### src/rtl/rgmii_speed_ctrl.sv
// RGMII receive link-speed controller: debounces the in-band status nibble seen
// in inter-frame gaps and sequences a glitch-safe speed-select change.
module rgmii_speed_ctrl #(
    parameter int STABLE_CNT = 16,
    parameter int IDLE_CNT   = 64,
    parameter int HOLD_CNT   = 8
) (
    input  logic       clk_div,
    input  logic       reset,
    input  logic [7:0] rxd_in,
    input  logic       rxdv_in,
    input  logic       rxer_in,
    input  logic       force_en,
    input  logic [1:0] force_speed,
    output logic       speed,
    output logic       dp_reset,
    output logic       link_up,
    output logic [1:0] link_speed,
    output logic       full_duplex,
    output logic       status_valid,
    output logic       speed_changed
);
    localparam int SW = $clog2(STABLE_CNT);
    localparam int IW = $clog2(IDLE_CNT + 1);
    localparam int HW = $clog2(HOLD_CNT + 1);

    typedef enum logic [2:0] {
        RUN       = 3'd0,
        WAIT_IDLE = 3'd1,
        PRE_RST   = 3'd2,
        SWAP      = 3'd3,
        POST_RST  = 3'd4
    } state_t;

    logic [7:0]    rxd_m_q, rxd_s_q;
    logic          rxdv_m_q, rxdv_s_q, rxer_m_q, rxer_s_q;
    state_t        state_q, state_d;
    logic [SW-1:0] cnt_q, cnt_d;
    logic [3:0]    cand_q, cand_d;
    logic [IW-1:0] idle_q, idle_d;
    logic [HW-1:0] hold_q, hold_d;
    logic          speed_q, speed_d, dp_reset_q, dp_reset_d;
    logic          link_up_q, link_up_d, full_duplex_q, full_duplex_d;
    logic [1:0]    link_speed_q, link_speed_d;
    logic          status_valid_q, status_valid_d;
    logic          speed_changed_q, speed_changed_d;
    logic          pulse_arm_q, pulse_arm_d;
    logic [3:0]    nib_s;
    logic          sample_s, target_s;

    // Two-flop synchroniser for the quasi-static receiver outputs
    always_ff @(posedge clk_div or posedge reset) begin
        if (reset) begin
            rxd_m_q  <= 8'h00;
            rxd_s_q  <= 8'h00;
            rxdv_m_q <= 1'b0;
            rxdv_s_q <= 1'b0;
            rxer_m_q <= 1'b0;
            rxer_s_q <= 1'b0;
        end else begin
            rxd_m_q  <= rxd_in;
            rxd_s_q  <= rxd_m_q;
            rxdv_m_q <= rxdv_in;
            rxdv_s_q <= rxdv_m_q;
            rxer_m_q <= rxer_in;
            rxer_s_q <= rxer_m_q;
        end
    end

    // Nibble layout: [0]=link, [2:1]=speed, [3]=duplex; frozen while the datapath is in reset
    assign nib_s    = rxd_s_q[7:4];
    assign sample_s = !rxdv_s_q && !rxer_s_q && !dp_reset_q;

    // Debounce candidate/counter and commit of link status
    always_comb begin
        cand_d         = cand_q;
        cnt_d          = cnt_q;
        link_up_d      = link_up_q;
        link_speed_d   = link_speed_q;
        full_duplex_d  = full_duplex_q;
        status_valid_d = status_valid_q;
        if (sample_s) begin
            if (nib_s == cand_q) begin
                if (cnt_q != SW'(STABLE_CNT - 1)) begin
                    cnt_d = cnt_q + 1'b1;
                end else begin
                    cnt_d = cnt_q;
                end
            end else begin
                cand_d = nib_s;
                cnt_d  = '0;
            end
        end else begin
            cnt_d = cnt_q;
        end
        // First commit is forced even if the candidate equals the reset status
        if (!dp_reset_q && (cnt_q == SW'(STABLE_CNT - 1)) &&
            ((cand_q != {full_duplex_q, link_speed_q, link_up_q}) || !status_valid_q)) begin
            link_up_d      = cand_q[0];
            full_duplex_d  = cand_q[3];
            status_valid_d = 1'b1;
            if (cand_q[2:1] != 2'b11) begin
                link_speed_d = cand_q[2:1];
            end else begin
                link_speed_d = link_speed_q;
            end
        end else begin
            status_valid_d = status_valid_q;
        end
    end

    // Reserved forced code and link-down both leave 1000M deselected / unchanged
    assign target_s = force_en ? (force_speed == 2'b10)
                               : (link_up_q ? (link_speed_q == 2'b10) : speed_q);

    // Speed-switch sequencer: next state and registered outputs
    always_comb begin
        state_d         = state_q;
        idle_d          = idle_q;
        hold_d          = hold_q;
        speed_d         = speed_q;
        pulse_arm_d     = pulse_arm_q;
        speed_changed_d = 1'b0;
        case (state_q)
            RUN: begin
                if (target_s != speed_q) begin
                    state_d = WAIT_IDLE;
                    idle_d  = '0;
                end else begin
                    state_d = RUN;
                end
            end
            WAIT_IDLE: begin
                if (target_s == speed_q) begin
                    state_d = RUN;
                end else if (rxdv_s_q) begin
                    idle_d = '0;
                end else if (idle_q == IW'(IDLE_CNT - 1)) begin
                    state_d = PRE_RST;
                    hold_d  = '0;
                end else begin
                    idle_d = idle_q + 1'b1;
                end
            end
            PRE_RST: begin
                if (hold_q == HW'(HOLD_CNT - 1)) begin
                    state_d = SWAP;
                    speed_d = target_s;
                end else begin
                    hold_d = hold_q + 1'b1;
                end
            end
            SWAP: begin
                state_d     = POST_RST;
                hold_d      = '0;
                pulse_arm_d = 1'b1;
            end
            POST_RST: begin
                if (hold_q == HW'(HOLD_CNT - 1)) begin
                    state_d         = RUN;
                    speed_changed_d = pulse_arm_q;
                    pulse_arm_d     = 1'b0;
                end else begin
                    hold_d = hold_q + 1'b1;
                end
            end
            default: begin
                state_d     = POST_RST;
                hold_d      = '0;
                pulse_arm_d = 1'b0;
            end
        endcase
        dp_reset_d = (state_d == PRE_RST) || (state_d == SWAP) || (state_d == POST_RST);
    end

    // State and output registers; reset parks the datapath in reset at 10/100
    always_ff @(posedge clk_div or posedge reset) begin
        if (reset) begin
            state_q         <= POST_RST;
            cnt_q           <= '0;
            cand_q          <= 4'h0;
            idle_q          <= '0;
            hold_q          <= '0;
            speed_q         <= 1'b0;
            dp_reset_q      <= 1'b1;
            link_up_q       <= 1'b0;
            link_speed_q    <= 2'b00;
            full_duplex_q   <= 1'b0;
            status_valid_q  <= 1'b0;
            speed_changed_q <= 1'b0;
            pulse_arm_q     <= 1'b0;
        end else begin
            state_q         <= state_d;
            cnt_q           <= cnt_d;
            cand_q          <= cand_d;
            idle_q          <= idle_d;
            hold_q          <= hold_d;
            speed_q         <= speed_d;
            dp_reset_q      <= dp_reset_d;
            link_up_q       <= link_up_d;
            link_speed_q    <= link_speed_d;
            full_duplex_q   <= full_duplex_d;
            status_valid_q  <= status_valid_d;
            speed_changed_q <= speed_changed_d;
            pulse_arm_q     <= pulse_arm_d;
        end
    end

    assign speed         = speed_q;
    assign dp_reset      = dp_reset_q;
    assign link_up       = link_up_q;
    assign link_speed    = link_speed_q;
    assign full_duplex   = full_duplex_q;
    assign status_valid  = status_valid_q;
    assign speed_changed = speed_changed_q;
endmodule

### config.mk
export PLATFORM = sky130hd
export DESIGN_NAME = rgmii_speed_ctrl
export DESIGN_NICKNAME = d
export VERILOG_FILES = /design/src/rtl/rgmii_speed_ctrl.sv
export SDC_FILE = /design/constraint.sdc
export NUM_CORES = 1
export LEC_CHECK = 0
export ABC_AREA = 0
export BUFFER_PORTS_ARGS = -buffer_cell sky130_fd_sc_hd__buf_2
export CORE_UTILIZATION = 44
export CTS_CLUSTER_DIAMETER = 150
export DETAILED_ROUTE_END_ITERATION = 16
export GPL_TIMING_DRIVEN = 0
export PLACE_DENSITY_LB_ADDON = 0.12
export SKIP_LAST_GASP = 1
export SLEW_MARGIN = 20
export SYNTH_ARGS = -nofsm -noshare
export SYNTH_HDL_FRONTEND = slang
export SYNTH_SLANG_ARGS = --single-unit
### constraint.sdc
create_clock -name clk_div -period 2.2 [get_ports clk_div]
set_input_delay 0.44 -clock clk_div [delete_from_list [all_inputs] [get_ports clk_div]]
set_output_delay 0.44 -clock clk_div [all_outputs]
set_load 0.005 [all_outputs]
Word level (Yosys, flattened, before mapping)

Cells that the tools add are included.

Register bits after elaboration: 51
Bits of input ports: 15
Output and inout port bits: 8
Word-level logic and storage cells: 98

Add/subtract/negate cells: 3
Eq/ne operators: 26
Mux-type cells: 25
Bitwise logic cells: 3
Reduce and logical (&&, ||, !) cells: 22

Operators with widths:

| cell                                                             | count |
|---|---|
| 7-bit 2-to-1 mux                                                 | 4 |
| 4-bit 2-to-1 mux                                                 | 6 |
| 3-bit 2-to-1 mux                                                 | 5 |
| 2-bit inequality test (second input constant)                    | 7 |
| 7-bit case mux with 2 select lines                               | 1 |
| 3-bit by 2-bit == test with 1-bit output (second input constant) | 4 |
| 3-bit case mux with 4 select lines                               | 1 |
| 4-bit case mux with 3 select lines                               | 1 |
| 2-bit AND reduction                                              | 5 |
| 4-bit by 1-bit adder with 4-bit output (second input constant)   | 2 |
| 7-bit by 1-bit adder with 7-bit output (second input constant)   | 1 |
| 7-bit by 6-bit == test with 1-bit output (second input constant) | 1 |
| 3-bit == test (second input constant)                            | 2 |
| 1-bit 2-to-1 mux                                                 | 6 |
| 5-bit AND reduction                                              | 1 |
| 2-bit == test (second input constant)                            | 2 |
| 4-bit by 3-bit == test with 1-bit output (second input constant) | 1 |
| 4-bit == test                                                    | 1 |
| 4-bit == test (second input constant)                            | 1 |
| 1-bit logical AND                                                | 4 |
| 1-bit logical NOT                                                | 4 |
| 4-bit inequality test                                            | 1 |
| 4-bit inequality test (second input constant)                    | 1 |
| 4-bit AND reduction                                              | 1 |
| 12 further kinds                                                 | 16 |

Depth between registers and ports, before layout

Word-level depth: 9
Gate-level depth with buffers: 6

Worst setup path after synthesis

Ideal clock, no wire load.

Path kind: register to register
Start point: register state_q[1]
End point: register idle_q[5]
Library setup time: 86 ps
Arrival time: 1735 ps
Data required time: 2114 ps
Path slack: 379 ps
Stages on the path, launching flop included: 7
Path buffers: 2
Period minus slack after synthesis: 1821 ps
Cells stage by stage: dfrtp_1 > buf_2 > or2_1 > buf_6 > or3b_4 > or3_1 > o221ai_2

Longest elaborated chain between the ends: 3
Elaborated cells on any way between the ends: 8
Classes of those cells: eq/ne: 4; mux: 1; reduce/logical: 3

Ends and longest elaborated chain:

| what                                                                          | RTL line | RTL |
|---|---|---|
| start, declared                                                               | 37       | `state_t state_q, state_d;` |
| start signal, assigned                                                        | 193      | `state_q <= state_d;` |
| 3-bit by 1-bit == test with 1-bit output or 3-bit logical NOT (tied branches) | 124      | `case (state_q)` |
| 3-bit inequality test (no source line), or another cell as far along          | --       |  |
| 4-bit AND reduction (no source line)                                          | --       |  |
| end signal, assigned                                                          | 196      | `idle_q <= idle_d;` |
| end, declared                                                                 | 40       | `logic [IW-1:0] idle_q, idle_d;` |

Parallel ways exist; a longest one is shown, timed or not.
A chain may end at the register's enable or synchronous reset.

Final worst setup path

Ends and elaborated chain as after synthesis.

==> impl_metrics.csv <==
group,metric,value,unit
timing,min_period_over_period,0.885,
timing,hold_violations,0,
setup_path,r2r-start,"state_q[1]",
clock_tree,post-cts-setup-buffer-count,0,
routing,detail_route.wirelength,3590,um
global_route,grt_max_degree,32,
setup_path,arrival,2.16,ns
floorplan,start_util,0.473,
yosys,ys.flop_type,"dfrtp_1",
final_layout,layout_commonest_cell,"dfrtp_1",
placed_design,dp_hpwl,2580,um
final_layout,final_nets,214,
yosys,syn-cell-area,1960,um^2
pwr,ir_drop,0.504,mV
floorplan,chipWidth,68.7,um
routing,dr_total_vias,1387,
final_layout,drive_gt1_frac,0.234,
timing,maxSlewHeadroom,0.547,
clock_tree,ctsResizeCount,0,
global_route,grt-ovfl-total,0,
clock_tree,h-tree-depth,2,
yosys,syn-num-nets,188,
global_route,gr-usage-all-layers,0.179,
yosys,synth_mux_area_frac,0.0504,
timing,fin_crit,1.95,ns
yosys,ys_warn_count,0,
timing,worst_pin_slew,0.680,ns
final_layout,n_antenna_cell,0,
placed_design,gp_congestion,0.791,
setup_path,cp_max_fo,8,
pwr,power_density,1000,nW/um^2
setup_path,cp-startpoint,"state_q[1]",
yosys,yosys.cell_types.count,45,
pwr,netSwitchingPower,0.652,mW
clock_tree,cts_buffers,5,
timing,max_freq,514,MHz
placed_design,dp_cells,239,
yosys,synthAdderAreaFrac,0.0192,
routing,via_per_inst,5.62,
min_path,hold_path_class,"in -> async",
final_layout,final_cell_mix,"dfrtp_1, buf_2, xor2_1, nor2_1, inv_1",
pwr,pwr-share-seq,0.461,
routing,drtPass1Iterations,4,
global_route,grt_pass1_vias,1329,
final_layout,area_delta_synth_final,15.6,%
clock_tree,hold_buffers,0,
routing,drtIter0Drc,82,
yosys,ys_async_sr_fraction,1.00,
clock_tree,cts_root_buf,"clkbuf_8",
pwr,power_leakage,1.07,nW
pwr,report.power.total,2.28,mW
setup_path,required,2.41,ns
yosys,syn_area_per_cell,11.5,um^2
floorplan,core-area,4140,um^2
yosys,synth_compound_area_frac,0.115,
yosys,ys_ff_latch,43,
routing,drc,0,
setup_path,worstSetupStartpointType,"flop",
yosys,synth_edf_count,0,
job,drv_cap,0,
timing,drv_slew,0,
run_status,status,"finished, final reports clean",
floorplan,ioPinCount,23,
floorplan,die_area,4720,um^2
clock_tree,clkSinkCount,43,
pwr,p_comb_frac,0.224,
yosys,yosys.area_share.simple,0.172,
timing,setup_violations,0,
timing,rsz0062_at_grt,"no",
placed_design,io_buffer_count,18,
final_layout,final_cells,247,
setup_path,rrSetupSlack,0.25,ns
timing,clock_skew,0.00392,ns
setup_path,worst-setup-path-type,"reg -> reg",
clock_tree,cts_tree,"done",
pwr,switching_share,0.286,
yosys,seq_area_frac_synth,0.550,
final_layout,fill_cells,373,
clock_tree,cts.path.max_buffers,2,
yosys,synth_top_family_by_area,"simple AND/OR/NAND/NOR gates",
routing,detail-route-antenna-nets,0,
yosys,syn_inst,170,
timing,finalSetupTns,0,ns
routing,routedWlPerCell,14.5,um
yosys,synth-xor-area-share,0.0536,
pwr,power.share.clock,0.315,
pwr,p_int,1.62,mW
global_route,antenna_found_initial,0,
global_route,grt_pass1_wl,6040,um
floorplan,row_count,23,
clock_tree,worstSkewPairLatency,0.29,ns
floorplan,die_h,68.7,um
clock_tree,path_clk_slew,0.08,ns
setup_path,end_kind,"flop",
==> routing by layer <==
metal | routed length [um] | global-route usage | share of wire | vias up
li1 | - | - | - | 657
met1 | 1680 | 0.222 | 0.47 | 691
met2 | 1690 | 0.284 | 0.47 | 32
met5 | 0 | 0 | 0 | -
met3 | 152 | 0.0444 | 0.042 | 7
met4 | 72 | 0.0969 | 0.020 | 0
==> power by group through the flow <==
stage | Sequential, mW | Combinational [mW] | Clock (mW)
detailed placement | 1.06 | 0.508 | 0
CTS | 1.05 | 0.512 | 0.738
global route | 1.07 | 0.569 | 0.773
finish | 1.05 | 0.510 | 0.717
global placement | 1.06 | 0.480 | 0
floorplan | 1.04 | 0.403 | 0
==> cell usage after synthesis, drive strengths merged (2+ instances only) <==
| master | count | area (um^2) |
|---|---|---|
| a31oi | 5 | 31.3 |
| nor3b | 3 | 22.5 |
| clkbuf | 4 | 15.0 |
| ha | 3 | 37.5 |
| mux2 | 7 | 78.8 |
| a21oi | 4 | 20.0 |
| nor2b | 3 | 18.8 |
| o22a | 4 | 35.0 |
| or2 | 3 | 18.8 |
| nand2 | 7 | 26.3 |
| nand3 | 7 | 35.0 |
| and3 | 3 | 18.8 |
| or3 | 3 | 18.8 |
| o21ai | 4 | 20.0 |
| mux2i | 2 | 20.0 |
| nor3 | 3 | 15.0 |
| nor2 | 9 | 33.8 |
| nor4b | 2 | 32.5 |
| dfrtp | 41 | 1030 |
| inv | 9 | 33.8 |
| xor2 | 10 | 87.6 |
| nand4 | 2 | 12.5 |
| dfstp | 2 | 52.6 |
| buf | 3 | 27.5 |
| nand2b | 4 | 25.0 |
| nor4 | 5 | 31.3 |
| o22ai | 2 | 12.5 |
| xnor2 | 2 | 17.5 |
==> through the flow <==
| stage | worst slack, ns | area [um^2] | hold WS [ns] | util |
|---|---|---|---|---|
| detailed placement | 0.187 | 2130 | 0.336 | 0.514 |
| finish | 0.253 | 2260 | 0.0829 | 0.546 |
| CTS | 0.257 | 2260 | 0.0883 | 0.546 |
| global placement | 0.237 | 2110 | 0.334 | 0.510 |
| global route | 0.169 | 2260 | 0.101 | 0.546 |
| floorplan | 0.379 | 1960 | 0.331 | - |
==> cell families after synthesis <==
group                      count (synthesis)
DFF                                       43
xor gates and xnor gates                  12
and+or+nand+nor                           57
buffers and inverters                     16
adders and majority gates                  3
muxes                                      9
AOI/OAI and AO/OA                         30
==> cell type report <==
class	instances	area (um^2)	share of cell area
plain buffers	7	42.5	0.0188
clock buffers	6	72.6	0.0320
clock inverters	2	60.1	0.0265
inverters	9	33.8	0.0149
multi-input cells	111	805	0.355
flip-flops and latches	43	1080	0.476
well taps	50	62.6	0.0276
repair buffers	19	110	0.0486
==> worst max-delay path: stages, from the launching register on <==
cell	delay (ns)
dfrtp_1	0.36
buf_2	0.16
or2_1	0.23
buf_6	0.14
or3b_4	0.43
or3_1	0.39
o221ai_2	0.16
==> worst paths after layout <==
path | depth (start not counted) | end
worst max-delay path | 6 | idle_q[5]
worst min-delay path | 2 | speed
worst max register to register | 6 | idle_q[5]
worst min register to register | 0 | rxd_s_q[4]
max in group asynchronous | 3 | link_up
min in group clk_div | 1 | rxd_m_q[4]
==> sequential cells by signal, indices dropped and copies added (netlist names), 2 cells and up <==
register	flops
cnt_q	4
hold_q	4
cand_q	4
state_q	3
rxd_s_q	4
link_speed	2
rxd_m_q	4
idle_q	7
(Power assumes the default switching activity.)
